--- src/rtl/timer_pkg.sv ---
// Shared types and constants for the BCD countdown timer.
package timer_pkg;

  typedef enum logic [1:0] {
    StIdle   = 2'd0,
    StRun    = 2'd1,
    StPaused = 2'd2,
    StDone   = 2'd3
  } state_e;

  localparam logic [3:0] BCD_MAX = 4'd9;

  // Clamp a non-BCD nibble to the largest legal digit.
  function automatic logic [3:0] bcd_sat(input logic [3:0] digit);
    return (digit > BCD_MAX) ? BCD_MAX : digit;
  endfunction

endpackage

--- src/rtl/bcd_digit_dec.sv ---
// Combinational single-digit BCD decrement with borrow; invalid inputs read as 9.
module bcd_digit_dec
  import timer_pkg::*;
(
  input  logic [3:0] i_digit_in,
  input  logic       i_borrow_in,
  output logic [3:0] o_digit_out,
  output logic       o_borrow_out
);

  logic [3:0] w_sat;

  always_comb begin
    w_sat        = bcd_sat(i_digit_in);
    o_digit_out  = w_sat;
    o_borrow_out = 1'b0;
    if (i_borrow_in) begin
      if (w_sat == 4'd0) begin
        o_digit_out  = BCD_MAX;
        o_borrow_out = 1'b1;
      end else begin
        o_digit_out = w_sat - 4'd1;
      end
    end
  end

endmodule

--- src/rtl/countdown_timer.sv ---
// Loadable multi-digit BCD down-counter with prescaled decrement, start/pause/load
// controls and a one-cycle expiry pulse.
module countdown_timer
  import timer_pkg::*;
#(
  parameter int unsigned DIGITS   = 2,
  parameter int unsigned PRESCALE = 4
) (
  input  logic                  i_clk,
  input  logic                  i_reset,
  input  logic                  i_load,
  input  logic [4*DIGITS-1:0]   i_load_val,
  input  logic                  i_start,
  input  logic                  i_pause,
  output logic [4*DIGITS-1:0]   o_d,
  output logic                  o_running,
  output logic                  o_zero_tick
);

  localparam int unsigned W    = 4 * DIGITS;
  localparam int unsigned PreW = (PRESCALE > 1) ? $clog2(PRESCALE) : 1;
  localparam logic [PreW-1:0] PreLast = PreW'(PRESCALE - 1);

  state_e          r_state, w_state_nxt;
  logic [W-1:0]    r_d, w_d_nxt;
  logic [PreW-1:0] r_pre, w_pre_nxt;
  logic            r_zero_tick, w_zero_tick_nxt;

  logic [W-1:0]    w_d_dec;
  logic [W-1:0]    w_d_sat;
  logic [DIGITS:0] w_borrow;
  logic            w_d_zero;
  logic            w_dec_zero;
  logic            w_can_dec;
  logic            w_go;

  // Digit 0 always borrows; the chain result is only used on a decrement edge.
  assign w_borrow[0] = 1'b1;

  for (genvar g = 0; g < DIGITS; g++) begin : g_dig
    bcd_digit_dec u_dec (
      .i_digit_in  (r_d[4*g +: 4]),
      .i_borrow_in (w_borrow[g]),
      .o_digit_out (w_d_dec[4*g +: 4]),
      .o_borrow_out(w_borrow[g+1])
    );
    assign w_d_sat[4*g +: 4] = bcd_sat(i_load_val[4*g +: 4]);
  end

  // A borrow out of the top digit means the count was already zero.
  assign w_can_dec  = ~w_borrow[DIGITS];
  assign w_d_zero   = (r_d == '0);
  assign w_dec_zero = (w_d_dec == '0);
  assign w_go       = i_start && !i_pause && !w_d_zero;

  always_comb begin
    w_state_nxt     = r_state;
    w_d_nxt         = r_d;
    w_pre_nxt       = r_pre;
    w_zero_tick_nxt = 1'b0;

    if (i_load) begin
      w_d_nxt     = w_d_sat;
      w_pre_nxt   = '0;
      w_state_nxt = StIdle;
    end else begin
      case (r_state)
        StIdle, StPaused: begin
          if (w_go) begin
            w_state_nxt = StRun;
          end
        end
        StRun: begin
          if (i_pause) begin
            w_state_nxt = StPaused;
          end else if (r_pre == PreLast) begin
            w_pre_nxt = '0;
            if (w_can_dec) begin
              w_d_nxt = w_d_dec;
              if (w_dec_zero) begin
                w_zero_tick_nxt = 1'b1;
                w_state_nxt     = StDone;
              end
            end
          end else begin
            w_pre_nxt = r_pre + 1'b1;
          end
        end
        StDone: begin
          w_state_nxt = StDone;
        end
        default: begin
          w_state_nxt = StIdle;
        end
      endcase
    end
  end

  always_ff @(posedge i_clk) begin
    if (!i_reset) begin
      r_state     <= StIdle;
      r_d         <= '0;
      r_pre       <= '0;
      r_zero_tick <= 1'b0;
    end else begin
      r_state     <= w_state_nxt;
      r_d         <= w_d_nxt;
      r_pre       <= w_pre_nxt;
      r_zero_tick <= w_zero_tick_nxt;
    end
  end

  assign o_d         = r_d;
  assign o_running   = (r_state == StRun);
  assign o_zero_tick = r_zero_tick;

endmodule

--- config.mk ---
export PLATFORM = sky130hd
export DESIGN_NAME = countdown_timer
export DESIGN_NICKNAME = d
export VERILOG_FILES = /design/src/rtl/timer_pkg.sv /design/src/rtl/bcd_digit_dec.sv /design/src/rtl/countdown_timer.sv
export SDC_FILE = /design/constraint.sdc
export NUM_CORES = 1
export LEC_CHECK = 0
export CORE_MARGIN = 10
export CORE_UTILIZATION = 39
export CTS_BUF_LIST = sky130_fd_sc_hd__clkbuf_2
export CTS_CLUSTER_SIZE = 24
export DETAILED_ROUTE_END_ITERATION = 10
export PLACE_DENSITY = 0.78
export SLEW_MARGIN = 10
export SYNTH_ARGS = -nofsm -noshare
export SYNTH_HDL_FRONTEND = slang
export SYNTH_SLANG_ARGS = --single-unit
--- constraint.sdc ---
create_clock -name i_clk -period 2.4 [get_ports i_clk]
set_clock_uncertainty 0.15 [all_clocks]
set_input_delay 0.48 -clock i_clk [delete_from_list [all_inputs] [get_ports i_clk]]
set_output_delay 0.48 -clock i_clk [all_outputs]
set_load 0.05 [all_outputs]
# Word-level counts from Yosys, hierarchy flattened

Cells that the tools add are included.

Add/sub/neg operators: 3
Magnitude comparators: 4
Equality and inequality tests: 10
Muxes and demuxes: 23
Bitwise operators: 4
Reduce and logical (&&, ||, !) cells: 17

Operators by type and width:

| cell                                                               | count |
|---|---|
| 8-bit two-way mux                                                  | 5 |
| 4-bit two-way mux                                                  | 7 |
| 4-bit greater-than comparator, second input constant               | 4 |
| 8-bit logical NOT                                                  | 2 |
| 2-bit two-way mux                                                  | 6 |
| 4-bit logical NOT                                                  | 2 |
| 4-bit AND reduction                                                | 2 |
| 4-bit by 1-bit subtractor with 4-bit output, second input constant | 2 |
| 2-bit == test, second input constant                               | 3 |
| 2-bit != test, second input constant                               | 3 |
| 3-bit by 2-bit != test with 1-bit output, second input constant    | 2 |
| 2-bit one-hot mux with 3 select lines                              | 1 |
| 6-bit OR reduction                                                 | 1 |
| 1-bit two-way mux                                                  | 4 |
| 1-bit NOT                                                          | 4 |
| 2-bit nonzero test                                                 | 2 |
| 2-bit OR reduction                                                 | 2 |
| 3-bit != test, second input constant                               | 1 |
| 2-bit by 1-bit adder with 2-bit output, second input constant      | 1 |
| 2-bit by 1-bit == test with 1-bit output, second input constant    | 1 |
| 1-bit logical AND                                                  | 2 |
| 1-bit logical NOT                                                  | 2 |
| 2-bit logical NOT                                                  | 1 |
| 2-bit AND reduction                                                | 1 |

Bits in registers: 13
Bits of input ports: 13
Output and inout bits: 10
Logic and storage cells: 65

# Depth between registers and ports, before layout

Gate-level depths: netlist (run 1).

Depth after elaboration: 11
Depth in mapped cells: 5
Gate-level depth less buffers: 5

# Hierarchy

Synthesis (run 1) repeated with hierarchy kept, for this count alone.

Cells, all modules: 109
Area total of the unflattened synthesis: 890.9 sq um

Modules (own cells, without submodules):

| module          | times used | cells each | area each (sq um) | seq. area each (sq um) |
|---|---|---|---|---|
| countdown_timer | 1          | 75         | 645.6             | 260.2 |
| bcd_digit_dec   | 2          | 17         | 122.6             | 0.0 |

# Least setup slack after synthesis (run 1)

No wires, ideal clock.

Path kind: reg2reg
From: register r_d[0], in the netlist o_d[0]
To: register r_d[4], in the netlist o_d[4]
Library setup time: 60 ps
Arrival: 1770 ps
Data required time: 2190 ps
Slack: 420 ps
Stages on the path, launching flop included: 6
Path buffers: 1
Period minus slack after synthesis: 1980 ps
Cells stage by stage: dfxtp_1 or4_1 buf_2 and3_1 o311ai_1 o311a_1

Word-level cells in the longest chain between the ends: 10

RTL lines:

| what                          | line                   | text |
|---|---|---|
| start, declared               | countdown_timer.sv:25  | `logic [W-1:0] r_d, w_d_nxt;` |
| start signal, assigned        | countdown_timer.sv:107 | `r_d <= w_d_nxt;` |
| 4-bit greater-than comparator | timer_pkg.sv:15        | `return (digit > BCD_MAX) ? BCD_MAX : digit;` |
| 4-bit two-way mux *           | timer_pkg.sv:15        |  |
| 4-bit logical NOT *           | bcd_digit_dec.sv:18    | `if (w_sat == 4'd0) begin` |
| 1-bit two-way mux *           | bcd_digit_dec.sv:18    |  |
| 4-bit two-way mux             | bcd_digit_dec.sv:17    | `if (i_borrow_in) begin` |
| 8-bit two-way mux             | countdown_timer.sv:78  | `if (w_can_dec) begin` |
| 8-bit two-way mux             | countdown_timer.sv:76  | `end else if (r_pre == PreLast) begin` |
| 8-bit two-way mux             | countdown_timer.sv:74  | `if (i_pause) begin` |
| 8-bit two-way mux             | countdown_timer.sv:67  | `case (r_state)` |
| 8-bit two-way mux             | countdown_timer.sv:62  | `if (i_load) begin` |

Mark *: on every way between the ends. The rest lies on a longest branch, timed or not. The select of a mux whose other input is x is not followed.
A chain may end at the register's enable or synchronous reset.

# Worst setup path in the final report (run 1)

From: register r_d[4], in the netlist o_d[4]
To: output o_d[4]

RTL lines:

| what          | line                  | text |
|---|---|---|
| end, declared | countdown_timer.sv:15 | `output logic [4*DIGITS-1:0] o_d,` |

No word-level cell between the ends.

==> results.toml, run 1 <==
[global_routing]
grt_pass1_vias = 768
grt_pass1_wl_mm = 3.45
grt.overflow.total = 0
grt_usage = 0.0985
grt_max_degree = 14
antenna_found_initial = 0

[clock_tree]
cts_setup_buffers = 0
post_cts_resized = 0
clkTransAtPathRegs_ns = 0.14
cts_tree = "done"
cts_sinks = 13
cts_max_level = 1
cts_hold_buffers = 0
cts_buffers = 3
insertion_delay_ns = 0.28
ctsLongestPathBuffers = 2
root_buffer = "clkbuf_2"

[worst_setup_path]
r2r_slack_ns = 0.45
slowest_delay_ns = 0.88
worstPathArrival_ns = 1.70
r2r-start = "o_d[0]"
rr_worst_depth = 4
cp_max_fo = 10
startpoint_type = "flop"
r2r_end = "o_d[4]"
crit_path_end_kind = "output pin"
cp_top_family = "buffers and inverters"
critPathLaunch = "o_d[4]"
critPathKind = "flop to output pin"
slowest_stage = "clkdlybuf4s50_1"
cp_num_buf_inv = 1
required_ns = 1.77
path_cells = "clkdlybuf4s50_1"

[logic_synthesis]
synth_cell_type_count = 37
netlist_instances = 97
ys_ff_latch = 13
synth_area_sq_um = 782
synth_edf_count = 0
ys_async_sr_fraction = 0
yosys_warnings = 0
yosysSeqAreaShare = 0.333
syn_avg_cell_area_sq_um = 8.06
synth_flop_cell = "dfxtp_1"
synthesis.nets = 111

[timing]
finalMaxSlewViolations = 0
hold_violations = 0
fmax_mhz = 430
fin_hold_ws_ns = 0.371
period_minus_slack_ns = 2.33
setup_viol = 0
tightest_slew_ns = 0.531
min_period_over_period = 0.969
fin_tns_setup_ns = 0
slew_headroom = 0.645
rsz0062_at_grt = "false"

[placed_design]
dp.cells = 144
port_buffers = 22
dpl.hpwl_mm = 1.57
placed_area_sq_um = 1030
place_congestion = 0.854

[floorplanning]
die_width_um = 64.8
initial_core_util = 0.403
coreArea_sq_um = 1940
row_count = 16
die_h_um = 64.8
dieArea_sq_um = 4200
io_pins = 23

[route]
dr_total_vias = 827
wirelength_mm = 2.08
viasPerCell = 5.59
firstDrtPassIters = 4
wl_per_cell_um = 14.1
postRouteAntennaNets = 0
drc = 0
drt-initial-drc-count = 17

[worst_hold_path]
hold_path_class = "flop to flop"
hold_path_end = "r_state[1]"
hold_path_startpoint = "r_state[0]"
hold_path_depth = 2

[final_layout]
final_layout_size_suffix_gt1_frac = 0.0661
final_cells = 148
fin_nets = 136
fill_cells = 195
area_growth_pct = 34.9
n_antenna_cell = 0
stdcell_area_sq_um = 1050

[power]
total_power_uw = 491
leakagePower_uw = 0.000391
power_density_nw_per_um2 = 466
peakVddDrop_v = 0.000338

[flow_run]
cap_viol_max_count = 0

[outcome]
outcome = "finished clean"
[report_power, final]
part | leakage [uW] | switching (uW) | internal [uW]
logic | 0.000268 | 73.6 | 58.3
registers | 0.000107 | 17.3 | 225
clock network | 0.0000166 | 72.8 | 44.2
total | 0.000391 | 164 | 327
[metrics by stage]
| step | utilization | setup slack (ns) |
|---|---|---|
| 6_report | 0.543 | 0.0748 |
| 5_1_grt | 0.543 | 0.00177 |
| 4_1_cts | 0.543 | 0.0750 |
| 3_5_place_dp | 0.533 | 0.231 |
| 3_3_place_gp | 0.533 | 0.296 |
| 2_1_floorplan | - | 0.420 |
[worst max path at each step]
stage                  end  slack, ns  depth (start not counted)
floorplan           o_d[4]       0.42                          5
global placement    o_d[4]       0.30                          5
detailed placement  o_d[4]       0.23                          5
CTS                 o_d[4]       0.07                          1
global route        o_d[5]      0.002                          1
finish              o_d[4]       0.07                          1
[layer usage]
layer | wire [um] | track usage
met1 | 878 | 0.109
met2 | 1040 | 0.164
met3 | 156 | 0.0395
met4 | 10 | 0.0401
met5 | 0 | 0
[state kept, by name, summed over array words and instances, names as in the netlist]
| register | count |
|---|---|
| o_zero_tick | 1 |
| r_state | 2 |
| o_d | 8 |
| r_pre | 2 |
[kinds of logic after synthesis]
group	synth area share
buffers and inverters	0.0400
adders and majority gates	0.0160
DFF	0.333
muxes	0.0384
AOI/OAI and AO/OA	0.307
and+or+nand+nor	0.254
xor gates and xnor gates	0.0112
[placed cells by master, fill, tap and decap left out, drive strengths merged, types with 2 or more instances in the layout]
| master | count |
|---|---|
| a21oi | 6 |
| a31oi | 5 |
| and3 | 2 |
| buf | 2 |
| clkbuf | 4 |
| clkdlybuf4s50 | 22 |
| dfxtp | 13 |
| inv | 4 |
| mux2i | 3 |
| nand2 | 5 |
| nor2 | 7 |
| nor2b | 5 |
| nor3 | 2 |
| nor4 | 2 |
| o21a | 4 |
| o21ai | 11 |
| o311ai | 3 |
| o31ai | 2 |
| or4 | 2 |
[synthesized netlist by cell type, types with 2 or more instances]
cell type	instances	area [sq um]
a21oi_1	6	30.0
nor4_1	2	12.5
dfxtp_1	13	260
o21a_1	4	30.0
o21ai_0	10	50.1
and3_1	2	12.5
o31ai_1	2	15.0
or4_1	2	15.0
inv_1	4	15.0
o311ai_0	2	17.5
a31oi_1	5	31.3
nand2_1	5	18.8
nor3_1	2	10.0
clkbuf_1	3	11.3
nor2b_1	5	31.3
nor2_1	7	26.3
mux2i_1	3	30.0
[final cells by class]
class | instances | area, sq um | area share
Multi-Input combinational cell | 76 | 490 | 0.465
Sequential cell | 13 | 260 | 0.247
Timing Repair Buffer | 24 | 235 | 0.223
Tap cell | 27 | 33.8 | 0.0320
Clock buffer | 4 | 20.0 | 0.0190
Inverter | 4 | 15.0 | 0.0142
Note: power is estimated with default switching activity, not from simulation.
==> run 2: changes to the inputs <==
--- a/config.mk
+++ b/config.mk
@@ -7,7 +7,7 @@
 export LEC_CHECK = 0
 export CORE_MARGIN = 10
 export CORE_UTILIZATION = 39
-export CTS_BUF_LIST = sky130_fd_sc_hd__clkbuf_2
+export CTS_BUF_LIST = sky130_fd_sc_hd__clkbuf_4 sky130_fd_sc_hd__clkbuf_8 sky130_fd_sc_hd__clkbuf_16
 export CTS_CLUSTER_SIZE = 24
 export DETAILED_ROUTE_END_ITERATION = 10
 export PLACE_DENSITY = 0.78
==> results.toml, run 2 (synthesized netlist as in run 1, its figures left out) <==
[clock_tree]
ctsLongestPathBuffers = 2
cts_setup_buffers = 0
root_buffer = "clkbuf_4"
post_cts_resized = 0
cts_tree = "done"
clkTransAtPathRegs_ns = 0.08
insertion_delay_ns = 0.28
cts_sinks = 13
cts_max_level = 1
cts_hold_buffers = 0
cts_buffers = 3

[timing]
fin_tns_setup_ns = 0
finalMaxSlewViolations = 0
setup_viol = 0
min_period_over_period = 0.959
rsz0062_at_grt = "false"
fin_hold_ws_ns = 0.365
period_minus_slack_ns = 2.30
tightest_slew_ns = 0.528
hold_violations = 0
fmax_mhz = 435
slew_headroom = 0.647

[global_routing]
grt_pass1_vias = 769
grt_max_degree = 14
grt_usage = 0.0989
grt.overflow.total = 0
antenna_found_initial = 0
grt_pass1_wl_mm = 3.46

[power]
pwr-share-clk = 0.283
leakagePower_uw = 0.000393
peakVddDrop_v = 0.000356
switchingPower_uw = 162
intPower_uw = 359
sequentialPowerShare = 0.464
combPwrFrac = 0.253
power_density_nw_per_um2 = 489
switching_share = 0.312

[floorplanning]
dieArea_sq_um = 4200
io_pins = 23
row_count = 16
die_h_um = 64.8
die_width_um = 64.8
coreArea_sq_um = 1940
initial_core_util = 0.403

[route]
dr_total_vias = 828
wl_met1_um = 865
wl_per_cell_um = 13.9
wl_met2_um = 997
firstDrtPassIters = 4
routed.top_layer = "met4"
wirelength_mm = 2.05
drc = 0
postRouteAntennaNets = 0
met3_length_um = 155
drt-initial-drc-count = 22
viasPerCell = 5.59

[worst_setup_path]
required_ns = 1.77
worstPathArrival_ns = 1.67
rr_worst_depth = 4
critPathLaunch = "o_d[4]"
cp_num_buf_inv = 1
startpoint_type = "flop"
cp_top_family = "buffers and inverters"
critPathKind = "flop to output pin"
r2r_slack_ns = 0.46
slowest_delay_ns = 0.87
slowest_stage = "clkdlybuf4s50_1"
cp_max_fo = 10
crit_cells = 1
path_cells = "clkdlybuf4s50_1"
r2r-start = "o_d[0]"
crit_path_end_kind = "output pin"
r2r_end = "o_d[4]"
crit_path_end = "o_d[4]"

[final_layout]
final_common_cell = "clkdlybuf4s50_1"
final_layout_size_suffix_gt1_frac = 0.0661
n_antenna_cell = 0
area_growth_pct = 36.2
most-common-layout-cells = "clkdlybuf4s50_1 (22), dfxtp_1 (13), o21ai_0 (10), nor2_1 (7), a21oi_1 (6)"
largest_reg_flops = 8
fin_nets = 136

[placed_design]
port_buffers = 22
dpl.hpwl_mm = 1.57
place_congestion = 0.854

[worst_hold_path]
hold_path_class = "flop to flop"

[flow_run]
cap_viol_max_count = 0

[outcome]
outcome = "finished clean"
run 2: changes by cell type in the layout (fill, tap and decap cells not counted):
cell | before | now
clkbuf_4 | 0 | 4
clkbuf_2 | 4 | 0
run 2: layer usage:
| metal | global-route usage | up-vias |
|---|---|---|
| met5 | 0 | - |
| met4 | 0.0401 | 0 |
| met3 | 0.0395 | 5 |
| met2 | 0.164 | 35 |
| met1 | 0.110 | 371 |
| li1 | - | 417 |
run 2: through the flow:
| step | std cells | util | instance area, sq um | setup slack (ns) | power [uW] |
|---|---|---|---|---|---|
| 2_1_floorplan | 97 | - | 782 | 0.420 | 324 |
| 3_3_place_gp | 144 | 0.533 | 1030 | 0.296 | 376 |
| 3_5_place_dp | 144 | 0.533 | 1030 | 0.231 | 378 |
| 4_1_cts | 148 | 0.548 | 1060 | 0.102 | 525 |
| 5_1_grt | 148 | 0.548 | 1060 | 0.0340 | 553 |
| 6_report | 148 | 0.548 | 1060 | 0.0991 | 521 |
run 2: worst min path at each step:
| stage | start | end | cells past startpoint |
|---|---|---|---|
| global placement | r_pre[1] | r_pre[1] | 2 |
| CTS | r_state[0] | r_state[1] | 2 |
| floorplan | r_pre[1] | r_pre[1] | 2 |
| global route | r_state[0] | r_state[1] | 2 |
| detailed placement | r_state[0] | r_state[1] | 2 |
| finish | r_state[0] | r_state[1] | 2 |
run 2: area by class of cell:
class / instances / area [sq um]
clock buffers: 4 / 30.0
multi-input cells: 76 / 490
fillers: 191 / 877
inverters: 4 / 15.0
flip-flops and latches: 13 / 260
repair buffers: 24 / 235
well taps: 27 / 33.8
run 2: power groups by stage:
stage	Clock [uW]	Combinational (uW)	Sequential, uW
floorplan	0	55.1	269
global placement	0	130	246
detailed placement	0	132	246
CTS	151	132	241
global route	167	143	244
finish	147	132	242
